**src/rtl/mudi_iter.sv**
```systemverilog
// mudi_iter: multi-cycle multiply/divide unit with HI/LO registers for the E stage.
// Multiply has a fixed visible latency of MUL_LAT cycles. Divide is restoring,
// 1 quotient bit per cycle, WIDTH cycles. Optional multiply-accumulate is
// enabled by defining MUDI_MADD_EN; without it ops 8..11 are no-ops.
module mudi_iter #(
    parameter int WIDTH   = 32,
    parameter int MUL_LAT = 5
) (
    input  logic             Clk,
    input  logic             Reset_n,
    input  logic             start,
    input  logic [3:0]       op,
    input  logic [WIDTH-1:0] A,
    input  logic [WIDTH-1:0] B,
    input  logic [WIDTH-1:0] Din,
    input  logic             flush,
    output logic             busy,
    output logic             done,
    output logic [WIDTH-1:0] hi,
    output logic [WIDTH-1:0] lo,
    output logic [WIDTH-1:0] Dout
);

    localparam int CNT_MAX = (MUL_LAT > WIDTH) ? MUL_LAT : WIDTH;
    localparam int CW      = $clog2(CNT_MAX + 1);

    localparam logic [3:0] OP_MULT  = 4'd0;
    localparam logic [3:0] OP_MULTU = 4'd1;
    localparam logic [3:0] OP_DIV   = 4'd2;
    localparam logic [3:0] OP_DIVU  = 4'd3;
    localparam logic [3:0] OP_MTHI  = 4'd4;
    localparam logic [3:0] OP_MTLO  = 4'd5;
    localparam logic [3:0] OP_MFHI  = 4'd6;
    localparam logic [3:0] OP_MADD  = 4'd8;
    localparam logic [3:0] OP_MADDU = 4'd9;
    localparam logic [3:0] OP_MSUB  = 4'd10;
    localparam logic [3:0] OP_MSUBU = 4'd11;

    typedef enum logic [1:0] {S_IDLE, S_MUL, S_DIV} state_t;

    state_t            state_q, state_d;
    logic [CW-1:0]     cnt_q, cnt_d;
    logic [3:0]        op_q, op_d;
    logic [WIDTH-1:0]  a_q, a_d;
    logic [WIDTH-1:0]  b_q, b_d;
    logic [WIDTH-1:0]  rem_q, rem_d;
    logic [WIDTH-1:0]  quo_q, quo_d;
    logic [WIDTH-1:0]  hi_q, hi_d;
    logic [WIDTH-1:0]  lo_q, lo_d;
    logic              done_q, done_d;

    // Signed variants (MULT, DIV, MADD, MSUB) all have an even opcode.
    logic              sgn_q, sgn_in;
    logic              start_mul, start_div;

    logic [2*WIDTH-1:0] a_ext, b_ext, prod, mul_res;
    logic [WIDTH-1:0]   b_mag, rem_nx, quo_nx, q_fix, r_fix;
    logic [WIDTH:0]     rem_sh, diff;
    logic               take;

    assign sgn_q  = ~op_q[0];
    assign sgn_in = ~op[0];

    // Decode which ops launch a multi-cycle operation.
    always_comb begin
        start_div = (op == OP_DIV) || (op == OP_DIVU);
`ifdef MUDI_MADD_EN
        start_mul = (op == OP_MULT) || (op == OP_MULTU) || (op == OP_MADD) ||
                    (op == OP_MADDU) || (op == OP_MSUB) || (op == OP_MSUBU);
`else
        start_mul = (op == OP_MULT) || (op == OP_MULTU);
`endif
    end

    // Full product from the latched operands, optionally folded into HI/LO.
    always_comb begin
        a_ext = {{WIDTH{sgn_q & a_q[WIDTH-1]}}, a_q};
        b_ext = {{WIDTH{sgn_q & b_q[WIDTH-1]}}, b_q};
        prod  = a_ext * b_ext;
        mul_res = prod;
`ifdef MUDI_MADD_EN
        if ((op_q == OP_MADD) || (op_q == OP_MADDU))
            mul_res = {hi_q, lo_q} + prod;
        else if ((op_q == OP_MSUB) || (op_q == OP_MSUBU))
            mul_res = {hi_q, lo_q} - prod;
`endif
    end

    // One restoring-division step on magnitudes plus final sign fix.
    always_comb begin
        b_mag  = (sgn_q && b_q[WIDTH-1]) ? -b_q : b_q;
        rem_sh = {rem_q, quo_q[WIDTH-1]};
        diff   = rem_sh - {1'b0, b_mag};
        take   = (rem_sh >= {1'b0, b_mag});
        rem_nx = take ? diff[WIDTH-1:0] : rem_sh[WIDTH-1:0];
        quo_nx = {quo_q[WIDTH-2:0], take};
        q_fix  = (sgn_q && (a_q[WIDTH-1] ^ b_q[WIDTH-1])) ? -quo_nx : quo_nx;
        r_fix  = (sgn_q && a_q[WIDTH-1]) ? -rem_nx : rem_nx;
    end

    // Next-state logic: flush dominates, then per-state behaviour.
    always_comb begin
        state_d = state_q;
        cnt_d   = cnt_q;
        op_d    = op_q;
        a_d     = a_q;
        b_d     = b_q;
        rem_d   = rem_q;
        quo_d   = quo_q;
        hi_d    = hi_q;
        lo_d    = lo_q;
        done_d  = 1'b0;
        if (flush) begin
            state_d = S_IDLE;
            cnt_d   = '0;
        end else begin
            case (state_q)
                S_IDLE: begin
                    if (start) begin
                        if (start_mul) begin
                            state_d = S_MUL;
                            cnt_d   = CW'(MUL_LAT - 1);
                            op_d    = op;
                            a_d     = A;
                            b_d     = B;
                        end else if (start_div) begin
                            state_d = S_DIV;
                            cnt_d   = CW'(WIDTH - 1);
                            op_d    = op;
                            a_d     = A;
                            b_d     = B;
                            rem_d   = '0;
                            quo_d   = (sgn_in && A[WIDTH-1]) ? -A : A;
                        end else if (op == OP_MTHI) begin
                            hi_d = Din;
                        end else if (op == OP_MTLO) begin
                            lo_d = Din;
                        end
                    end
                end
                S_MUL: begin
                    if (cnt_q != '0) begin
                        cnt_d = cnt_q - CW'(1);
                    end else begin
                        {hi_d, lo_d} = mul_res;
                        state_d      = S_IDLE;
                        done_d       = 1'b1;
                    end
                end
                S_DIV: begin
                    rem_d = rem_nx;
                    quo_d = quo_nx;
                    if (cnt_q != '0) begin
                        cnt_d = cnt_q - CW'(1);
                    end else begin
                        // Divide by zero yields all-ones quotient and the raw dividend.
                        if (b_q == '0) begin
                            lo_d = '1;
                            hi_d = a_q;
                        end else begin
                            lo_d = q_fix;
                            hi_d = r_fix;
                        end
                        state_d = S_IDLE;
                        done_d  = 1'b1;
                    end
                end
                default: begin
                    state_d = S_IDLE;
                    cnt_d   = '0;
                end
            endcase
        end
    end

    // State and datapath registers with asynchronous clear.
    always_ff @(posedge Clk or negedge Reset_n) begin
        if (!Reset_n) begin
            state_q <= S_IDLE;
            cnt_q   <= '0;
            op_q    <= '0;
            a_q     <= '0;
            b_q     <= '0;
            rem_q   <= '0;
            quo_q   <= '0;
            hi_q    <= '0;
            lo_q    <= '0;
            done_q  <= 1'b0;
        end else begin
            state_q <= state_d;
            cnt_q   <= cnt_d;
            op_q    <= op_d;
            a_q     <= a_d;
            b_q     <= b_d;
            rem_q   <= rem_d;
            quo_q   <= quo_d;
            hi_q    <= hi_d;
            lo_q    <= lo_d;
            done_q  <= done_d;
        end
    end

    assign busy = (state_q != S_IDLE);
    assign done = done_q;
    assign hi   = hi_q;
    assign lo   = lo_q;
    assign Dout = (op == OP_MFHI) ? hi_q : lo_q;

endmodule

```
**config.mk**
```make
export PLATFORM = sky130hd
export DESIGN_NAME = mudi_iter
export DESIGN_NICKNAME = d
export VERILOG_FILES = /design/src/rtl/mudi_iter.sv
export SDC_FILE = /design/constraint.sdc
export NUM_CORES = 2
export LEC_CHECK = 0
export CORE_MARGIN = 5
export CORE_UTILIZATION = 51
export CTS_BUF_LIST = sky130_fd_sc_hd__clkbuf_4 sky130_fd_sc_hd__clkbuf_8
export DETAILED_ROUTE_END_ITERATION = 6
export PLACE_DENSITY = 0.69
export SETUP_SLACK_MARGIN = 0.4
export SLEW_MARGIN = 20
export SYNTH_ARGS = -nofsm -noshare
export SYNTH_HDL_FRONTEND = slang
export SYNTH_SLANG_ARGS = --single-unit
```
**constraint.sdc**
```tcl
create_clock -name Clk -period 9.7 [get_ports Clk]
set_clock_uncertainty 0.05 [all_clocks]
set_input_delay 1.455 -clock Clk [delete_from_list [all_inputs] [get_ports Clk]]
set_output_delay 1.455 -clock Clk [all_outputs]
set_load 0.02 [all_outputs]
```
==> run metrics <==
critical path's largest stage delay 0.63 ns; Post-Place Cell Area between 50000 and 60000 um2; DRC Markers 0; aggregate routed wire length ~180 mm; Finished Cell Area 58000 um2; worst-path fanout max 18; fill cell instance count of the final layout 9311; critical path endpoint category register; number of synthesized flops with an enable pin 0; maximum number of pins on one net before global-route repair 99; Longest Clk Path Bufs 3; gate family responsible for the most delay along the worst path adder cells; buffers and inverters on the worst path 5; count of hold buffers inserted by post-cts repair 0; most common cell after layout, fill and taps aside inv_1; worst slew slack as a fraction of its limit 23.1%; transition time at the pin with the least slew margin between 1 and 1.5 ns; post-route minimum period about 9.1 ns; net count of the mapped netlist 7522; maximum level of the CTS H-tree 2; Num CTS Buffers 39; end of the worst register-to-register path hi[20]$_DFFE_PN0P_; portion of the clock cycle consumed by the worst path in the final layout between 90% and 100%; unrepaired setup endpoints after global routing no; category of the worst setup path launch point register; Worst Hold Path Cells 2; arrival time of the worst setup path ~9.5 ns; standard-cell row count between 100 and 150; hold wc startpoint lo[6]$_DFFE_PN0P_; Async SR Flop Fraction 100%; met2 WL about 83 mm; Die Span Y between 300 and 400 um; Post-Synthesis Cell Area 53400 um2; # IOs just over 200; clock tree from TritonCTS built; fmax around 0.11 GHz; total met3 wirelength after detailed routing about 16 mm; part of the Yosys area used for sequential elements about a tenth; number of antenna violations at the first check in global routing 2; clock transition at the registers of the reported paths 0.06 ns; Finished Core Util a little under three fifths; primary flip-flop cell chosen by synthesis mapping dfrtp_1; top routing layer in use met4; routed via count about 43000; Horiz. Die Dim roughly 330 um; Slew Viols, Final 0; result of the run completed; via count of the first global-routing pass 45388; drt pass-1 iters 5; net count reported at finish between 7000 and 8000; core area between 100000 and 150000 um2; final weighted congestion of routability-driven global placement a little under 1; summed negative setup slack over all endpoints 0 ns; setup violators final 0; CP max-delay cell dfrtp_2; final antenna-violating net count 0; M1 wire length just over 70 mm; final worst setup slack roughly 0.64 ns; Critical Setup Path Class register to register; cell occurring most often along the worst timing path fa_1; count of input and output buffers 201; remaining global-route overflow 0; worst-case reg-to-reg path depth 27; warning count from the yosys run 0; number of vias per cell between 5 and 6; post-synthesis area per instance approximately 8.8 um2; global-route wire length before repair between 200 and 300 mm; number of cells produced by synthesis 6037; launching point of the worst reg2reg path a_q[14]$_DFFE_PN0P_; effective utilization at floorplan 51.4%; cell chosen for the clock root clkbuf_8; HP Class register to register; most used cells in the layout excluding fill and tap cells 1162 x inv_1, 1126 x fa_1, 931 x nand2_1; worst hold endpoint lo[6]$_DFFE_PN0P_; flip-flop and latch count after synthesis between 200 and 250; post-detail-place hpwl between 100 and 150 mm; share of layout cells above drive strength 1 7.43%; growth of design area from synthesis to finish 8.70%; routed length per instance approximately 24 um; setup slack of the most critical reg-to-reg path between 0.6 and 0.7 ns; max-capacitance violation count 0; required time worst endpoint ~10 ns; Yosys cell types around 100; gr usage total 32.8%; Hold Vio Cnt, Final 0; Die Area ~110000 um2; 1st-iter DRT viols around 4000; worst-skew pair later-pin latency approximately 0.64 ns; number of clock sinks seen by CTS 202; minimum setup slack after placement about 0.31 ns
sequential cells by signal (all words and copies together), names as in the netlist:
name	cells
hi	32
done	1
b_q	32
cnt_q	6
rem_q	32
quo_q	32
op_q	1
a_q	32
lo	32
state_q	2
through the flow:
stage | cells | hold WS, ns
4_1_cts | 7481 | 0.457
2_1_floorplan | 6037 | 0.427
3_3_place_gp | 7416 | 0.434
5_1_grt | 7481 | 0.461
6_report | 7482 | 0.458
3_5_place_dp | 7416 | 0.444
how the worst max path moves through the flow:
stage / start / end / slack, ns / cells past startpoint
global placement: a_q[14]$_DFFE_PN0P_ / hi[7]$_DFFE_PN0P_ / 0.39 / 27
detailed placement: a_q[14]$_DFFE_PN0P_ / hi[7]$_DFFE_PN0P_ / 0.31 / 27
global route: b_q[1]$_DFFE_PN0P_ / hi[20]$_DFFE_PN0P_ / 0.39 / 29
finish: a_q[14]$_DFFE_PN0P_ / hi[20]$_DFFE_PN0P_ / 0.64 / 27
CTS: b_q[19]$_DFFE_PN0P_ / hi[30]$_DFFE_PN0P_ / 0.41 / 29
floorplan: a_q[31]$_DFFE_PN0P_ / hi[25]$_DFFE_PN0P_ / 0.85 / 31
metal layers:
metal  up-vias  GRT usage, %
met3       432          6.74
li1      18565             -
met1     22174          44.0
met2      2056          51.9
met5         -             0
met4         0          14.6
synthesized netlist by cell type (19+ instances only):
cell type / count / area (um2)
and2_1: 367 / 2300
nand3_1: 42 / 210
buf_1: 49 / 184
a31oi_1: 30 / 188
nor4_1: 25 / 156
o21ai_0: 197 / 986
xor2_1: 79 / 692
inv_1: 1162 / 4360
mux2_2: 98 / 1100
nor3_1: 48 / 240
fa_1: 1126 / 22500
nor2_1: 222 / 833
a21oi_1: 220 / 1100
or3_1: 28 / 175
xnor2_1: 111 / 972
a21o_1: 62 / 465
nand2_1: 931 / 3490
ha_1: 255 / 3190
dfrtp_1: 202 / 5050
clkbuf_1: 310 / 1160
nand2b_1: 36 / 225
a211oi_1: 28 / 210
mux2i_1: 34 / 340
a221oi_1: 19 / 166
o31ai_1: 41 / 308
worst min-delay path, cell delays in order (launching register included):
cell     delay (ns)
dfrtp_1        0.36
nand2_1        0.06
o31ai_1        0.06
area by class of cell:
cell class                 count  area [um2]  area share, %
antenna                        1        2.50        0.00431
sequential                   202        5100           8.79
tap                         1380        1730           2.98
timing repair buffer         383        3420           5.90
multi-input combinational   4288       42600           73.3
clock inverter                11         139          0.239
clock buffer                  54         718           1.24
inverter                    1163        4370           7.52
repair_timing:
item | 4_1_cts | 5_1_grt
setup endpoints to repair | 3 | 20
buffers inserted | 0 | 0
resized for setup | 6 | 37
kinds of logic (layout without fill, tap and decap cells):
kind of cell	after synthesis	after routing	synth area share, %
AO/OA/AOI/OAI	785	785	9.77
XOR/XNOR	191	191	3.15
adder cells (fa/ha/maj)	1381	1381	48.2
buffers and inverters	1547	1611	11.0
flip-flops	202	202	9.47
multiplexers	134	134	2.75
other	0	1	0
AND/OR/NAND/NOR	1797	1797	15.7
Power is not shown: default switching activity piles up to over one toggle a cycle in this logic, so the estimate is an artifact.
